--- config.mk ---
export PLATFORM = sky130hd
export DESIGN_NAME = traffic_phase_ctrl
export DESIGN_NICKNAME = d
export VERILOG_FILES = /design/src/rtl/traffic_pkg.sv /design/src/rtl/bin2bcd99.sv /design/src/rtl/traffic_phase_ctrl.sv
export SDC_FILE = /design/constraint.sdc
export NUM_CORES = 1
export LEC_CHECK = 0
export CAP_MARGIN = 20
export CORE_UTILIZATION = 45
export CTS_BUF_LIST = sky130_fd_sc_hd__clkbuf_8
export DETAILED_ROUTE_END_ITERATION = 8
export HOLD_SLACK_MARGIN = 0.05
export SETUP_SLACK_MARGIN = 0.2
export SYNTH_ARGS = -nofsm -noshare
export SYNTH_HDL_FRONTEND = slang
export SYNTH_SLANG_ARGS = --single-unit
--- constraint.sdc ---
create_clock -name clk -period 8 [get_ports clk]
set_input_delay 1.6 -clock clk [delete_from_list [all_inputs] [get_ports clk]]
set_output_delay 1.6 -clock clk [all_outputs]
set_load 0.03 [all_outputs]
--- src/rtl/traffic_pkg.sv ---
// Shared types and helpers for the intersection phase controller: phase encoding,
// active-low lamp patterns, phase sequencing and per-phase durations.
package traffic_pkg;

  typedef enum logic [2:0] {
    AR_A  = 3'd0,
    NS_G  = 3'd1,
    NS_Y  = 3'd2,
    AR_B  = 3'd3,
    EW_G  = 3'd4,
    EW_Y  = 3'd5,
    NIGHT = 3'd6
  } phase_t;

  // Lamp bit order is {green, yellow, red}; 0 = lit.
  localparam logic [2:0] LAMP_RED = 3'b110;
  localparam logic [2:0] LAMP_YEL = 3'b101;
  localparam logic [2:0] LAMP_GRN = 3'b011;
  localparam logic [2:0] LAMP_OFF = 3'b111;

  typedef struct packed {
    logic [2:0] ns;
    logic [2:0] ew;
  } lamp_pair_t;

  function automatic phase_t next_phase(input phase_t p);
    case (p)
      AR_A:    return NS_G;
      NS_G:    return NS_Y;
      NS_Y:    return AR_B;
      AR_B:    return EW_G;
      EW_G:    return EW_Y;
      EW_Y:    return AR_A;
      default: return AR_A;
    endcase
  endfunction

  function automatic logic [6:0] phase_duration(input phase_t     p,
                                                input logic [6:0] t_green,
                                                input logic [6:0] t_yellow,
                                                input logic [6:0] t_allred);
    case (p)
      NS_G, EW_G: return t_green;
      NS_Y, EW_Y: return t_yellow;
      AR_A, AR_B: return t_allred;
      default:    return '0;
    endcase
  endfunction

  function automatic logic is_allred(input phase_t p);
    return (p == AR_A) || (p == AR_B);
  endfunction

  // Pedestrian pending bit served by the given phase: [0] NS green, [1] EW green.
  function automatic logic [1:0] green_mask(input phase_t p);
    case (p)
      NS_G:    return 2'b01;
      EW_G:    return 2'b10;
      default: return 2'b00;
    endcase
  endfunction

  function automatic lamp_pair_t phase_lamps(input phase_t p, input logic flash);
    lamp_pair_t l;
    l.ns = LAMP_RED;
    l.ew = LAMP_RED;
    case (p)
      NS_G:  l.ns = LAMP_GRN;
      NS_Y:  l.ns = LAMP_YEL;
      EW_G:  l.ew = LAMP_GRN;
      EW_Y:  l.ew = LAMP_YEL;
      NIGHT: begin
        l.ns = flash ? LAMP_YEL : LAMP_OFF;
        l.ew = l.ns;
      end
      default: ;
    endcase
    return l;
  endfunction

endpackage

--- src/rtl/bin2bcd99.sv ---
// Combinational binary (0..99) to two-digit BCD converter for the countdown display.
module bin2bcd99 (
  input  logic [6:0] bin_i,
  output logic [3:0] tens_o,
  output logic [3:0] ones_o
);

  logic [6:0] rest;

  // Repeated subtraction; nine steps cover the full 0..99 range.
  always_comb begin
    tens_o = '0;
    rest   = bin_i;
    for (int unsigned i = 0; i < 9; i++) begin
      if (rest >= 7'd10) begin
        rest   = rest - 7'd10;
        tens_o = tens_o + 4'd1;
      end
    end
    ones_o = rest[3:0];
  end

endmodule

--- src/rtl/traffic_phase_ctrl.sv ---
// Two-direction intersection sequencer: phase FSM with per-phase countdown, pedestrian
// green-shortening requests, night flashing mode, registered lamps and BCD countdown.
module traffic_phase_ctrl
  import traffic_pkg::*;
#(
  parameter int unsigned T_GREEN  = 30,
  parameter int unsigned T_YELLOW = 5,
  parameter int unsigned T_ALLRED = 2,
  parameter int unsigned PED_CUT  = 5
) (
  input  logic       clk,
  input  logic       rst_n,
  input  logic       tick_1hz,
  input  logic [1:0] ped_req,
  input  logic       night_mode,
  output logic [2:0] ns_lamp,
  output logic [2:0] ew_lamp,
  output logic [2:0] phase,
  output logic [3:0] remain_tens,
  output logic [3:0] remain_ones,
  output logic       phase_start
);

  localparam logic [6:0] TG7  = 7'(T_GREEN);
  localparam logic [6:0] TY7  = 7'(T_YELLOW);
  localparam logic [6:0] TAR7 = 7'(T_ALLRED);
  localparam logic [6:0] CUT7 = 7'(PED_CUT);
  localparam logic [3:0] AR_TENS = 4'(T_ALLRED / 10);
  localparam logic [3:0] AR_ONES = 4'(T_ALLRED % 10);

  phase_t     phase_q,  phase_d;
  logic [6:0] remain_q, remain_d;
  logic [1:0] pend_q,   pend_d;
  logic       flash_q,  flash_d;
  logic       start_q,  start_d;
  lamp_pair_t lamps_q,  lamps_d;
  logic [3:0] tens_q,   tens_d;
  logic [3:0] ones_q,   ones_d;
  logic       cut_req;

  bin2bcd99 u_bcd (
    .bin_i  (remain_q),
    .tens_o (tens_d),
    .ones_o (ones_d)
  );

  always_comb begin
    phase_d  = phase_q;
    remain_d = remain_q;
    flash_d  = flash_q;
    start_d  = 1'b0;
    cut_req  = ((phase_q == NS_G) && pend_q[1]) || ((phase_q == EW_G) && pend_q[0]);

    case (phase_q)
      AR_A, NS_G, NS_Y, AR_B, EW_G, EW_Y: begin
        if (tick_1hz) begin
          if (remain_q <= 7'd1) begin
            start_d = 1'b1;
            // night_mode only matters when an all-red clearance expires.
            if (is_allred(phase_q) && night_mode) begin
              phase_d  = NIGHT;
              remain_d = '0;
              flash_d  = 1'b1;
            end else begin
              phase_d  = next_phase(phase_q);
              remain_d = phase_duration(next_phase(phase_q), TG7, TY7, TAR7);
            end
          end else if (cut_req && (remain_q > CUT7)) begin
            remain_d = CUT7;
          end else begin
            remain_d = remain_q - 7'd1;
          end
        end
      end
      NIGHT: begin
        if (tick_1hz) begin
          if (!night_mode) begin
            phase_d  = AR_A;
            remain_d = TAR7;
            start_d  = 1'b1;
          end else begin
            flash_d = ~flash_q;
          end
        end
      end
      default: begin
        phase_d  = AR_A;
        remain_d = TAR7;
        start_d  = 1'b1;
      end
    endcase

    // Requests latch every cycle; a request for the green being entered or shown is dropped.
    pend_d  = (pend_q | ped_req) & ~green_mask(phase_d);
    lamps_d = phase_lamps(phase_q, flash_q);
  end

  always_ff @(posedge clk or negedge rst_n) begin
    if (!rst_n) begin
      phase_q  <= AR_A;
      remain_q <= TAR7;
      pend_q   <= '0;
      flash_q  <= 1'b0;
      start_q  <= 1'b0;
      lamps_q  <= '{ns: LAMP_RED, ew: LAMP_RED};
      tens_q   <= AR_TENS;
      ones_q   <= AR_ONES;
    end else begin
      phase_q  <= phase_d;
      remain_q <= remain_d;
      pend_q   <= pend_d;
      flash_q  <= flash_d;
      start_q  <= start_d;
      lamps_q  <= lamps_d;
      tens_q   <= tens_d;
      ones_q   <= ones_d;
    end
  end

  assign ns_lamp     = lamps_q.ns;
  assign ew_lamp     = lamps_q.ew;
  assign phase       = phase_q;
  assign remain_tens = tens_q;
  assign remain_ones = ones_q;
  assign phase_start = start_q;

endmodule

==> impl_metrics.toml <==
[synth]
async_flop_share_pct = 100
synth_nets = 507
synth_area_mm2 = 0.00371
synth_flop_cell = "dfrtp_1"
synth_warnings = 0
synth_edf_count = 0
synth-seq-cells = 28
synthDistinctLibCells = 84
netlist_instances = 483
syn_area_per_cell_um2 = 7.68
synth_seq_area_share_pct = 19.1

[floorplanning]
die_y_um = 92.8
ios = 24
die-area_mm2 = 0.00861
fp-row-count = 32
coreArea_mm2 = 0.00785
start_util_pct = 47.2
die_w_um = 92.8

[route]
met2WireLength_mm = 4.64
drtPass1Iterations = 5
wl_mm = 9.86
first_iter_violations = 191
vias_per_cell = 6.23
drt-met1-wl_mm = 4.73
top_layer = "met4"
post_drt_wl_per_cell_um = 16.3
met3_length_um = 353
via_count = 3762
route.detailed.drc = 0
ant_nets = 0

[timing]
fin_crit_ns = 7.43
setup_tns_ns = 0
fin_crit_sh_pct = 92.8
holdWs_ns = 0.484
timing.fmax_mhz = 135
finalSetupViolCount = 0
hold_violations = 0
slew-limit-headroom_pct = 34.7
worst_pin_slew_ns = 0.980
slew_violations = 0
rsz0062_at_grt = "no"
fin_skew_ns = 0.0103

[clock_tree]
htreeDepth = 1
clockBufferDepth = 2
insertion_delay_ns = 0.27
cts_sinks = 28
cts_tree = "built"
clk_pin_slew_ns = 0.10
numCtsBuffers = 3
clock-root-buffer = "clkbuf_8"
hold_buffers = 0

[setup_path]
cpMaxStageDelayCell = "dfstp_4"
crit_path_end_kind = "flop"
slowest_delay_ns = 0.73
cp-start-kind = "flop"
critPathRequiredTime_ns = 8.16
critPathKind = "reg -> reg"
worst-path-max-fanout = 15
crit_arrival_ns = 7.58

[job]
maxCapViolations = 0

[cells_and_area]
antennaDiodeCount = 0
fin_util_pct = 54.0
drive_above_1_share_pct = 16.1
areaGrowthSynthToFinish_pct = 14.2
nNetsFinal = 528

[global_routing]
antenna_found_initial = 0
grt_pass1_wl_mm = 16.3
grt_pass1_vias = 3390
track_usage_pct = 22.8
grt-ovfl-total = 0
grt_max_degree = 29

[min_path]
hold_path_class = "reg -> reg"

[placed_design]
gp_congestion = 0.943
io_buffers = 23
hpwl_mm = 7.30

[outcome]
status = "complete, no violations"
-- kinds of logic after synthesis --
kind of cell               Yosys count  share of synthesized area, %
AOI/OAI and AO/OA                  162                          32.3
xor gates and xnor gates            26                          6.75
adders and majority gates           18                          6.08
buffers and inverters               35                          4.05
DFF                                 28                          19.1
muxes                               16                          5.06
and+or+nand+nor                    198                          26.6
-- flip-flops by register name (all words and copies together) (netlist names) --
| signal | cells |
|---|---|
| remain_q | 7 |
| phase_start | 1 |
| ns_lamp | 3 |
| remain_ones | 4 |
| phase | 3 |
| ew_lamp | 3 |
| flash_q | 1 |
| pend_q | 2 |
| remain_tens | 4 |
-- routing by layer --
| metal | vias to the layer above | global-route usage [%] |
|---|---|---|
| met5 | - | 0 |
| met4 | 0 | 5.38 |
| met3 | 10 | 0.903 |
| met2 | 107 | 38.8 |
| met1 | 1800 | 31.6 |
| li1 | 1845 | - |
-- cells in the final DEF, fill, tap and decap left out, drive strengths merged, types with 9 or more instances in the layout --
cell type,n
a21o,10
a21oi,27
and2,11
buf,15
clkdlybuf4s50,23
dfrtp,22
ha,18
inv,13
mux2,9
nand2,64
nand3,16
nor2,47
nor3,10
o21ai,39
o31ai,9
xnor2,17
-- synth_stat cells (all sizes together) (8+ instances only) --
master	n	area, um2
nand2	64	240
nor2	47	179
o21ai	39	203
a21oi	27	154
dfrtp	22	551
ha	18	225
xnor2	17	156
nand3	16	85.1
inv	13	48.8
clkbuf	12	45.0
and2	11	68.8
a21o	10	75.1
buf	10	56.3
nor3	10	60.1
mux2	9	105
o31ai	9	67.6
nand2b	8	52.6
o211ai	8	60.1
xor2	8	70.1
-- through the flow --
stage | area, um2 | worst slack, ns | instances
after global routing | 4230 | 0.146 | 604
final | 4230 | 0.572 | 604
after detailed placement | 4020 | 0.0763 | 594
after global placement | 4020 | 0.395 | 594
after CTS | 4080 | 0.201 | 598
after floorplan | 3710 | 0.641 | 483
-- what timing repair did --
item,CTS,global route
cloned,0,0
resized for setup,3,23
setup endpoints to repair,3,7
pin swaps,1,5
buffers inserted,1,6
-- worst paths after layout --
path | start | to | slack (ns) | depth (start not counted)
min in group asynchronous | rst_n | pend_q[0]$_DFF_PN0_ | 1.70 | 2
setup / recovery | remain_q[1]$_DFFE_PN1P_ | remain_tens[3]$_DFF_PN0_ | 0.57 | 30
hold / removal | flash_q$_DFFE_PN0P_ | ns_lamp[1]$_DFF_PN1_ | 0.48 | 1
setup reg to reg | remain_q[1]$_DFFE_PN1P_ | remain_tens[3]$_DFF_PN0_ | 0.57 | 30
max in group asynchronous | rst_n | remain_ones[1]$_DFF_PN1_ | 5.99 | 2
hold reg to reg | flash_q$_DFFE_PN0P_ | ns_lamp[1]$_DFF_PN1_ | 0.48 | 1
-- critical path, delay by kind of cell (launching register included) --
family	cells	cell delay (ns)
AO/OA/AOI/OAI	13	3.01
XOR/XNOR	2	0.47
adder cells (fa/ha/maj)	4	1.03
buffers and inverters	4	0.57
flip-flops	1	0.73
multiplexers	3	0.67
AND/OR/NAND/NOR	4	0.81
-- cell type report --
cell class              count  area, um2
clock buffers               3       41.3
fillers                   780       3610
inverters                  13       48.8
multi-input cells         420       2960
flip-flops and latches     28        713
well taps                 102        128
repair buffers             38        343
Power is left out: the tool's default activity adds up to more than one toggle a clock period on the data nets, which glitch-free logic cannot reach.
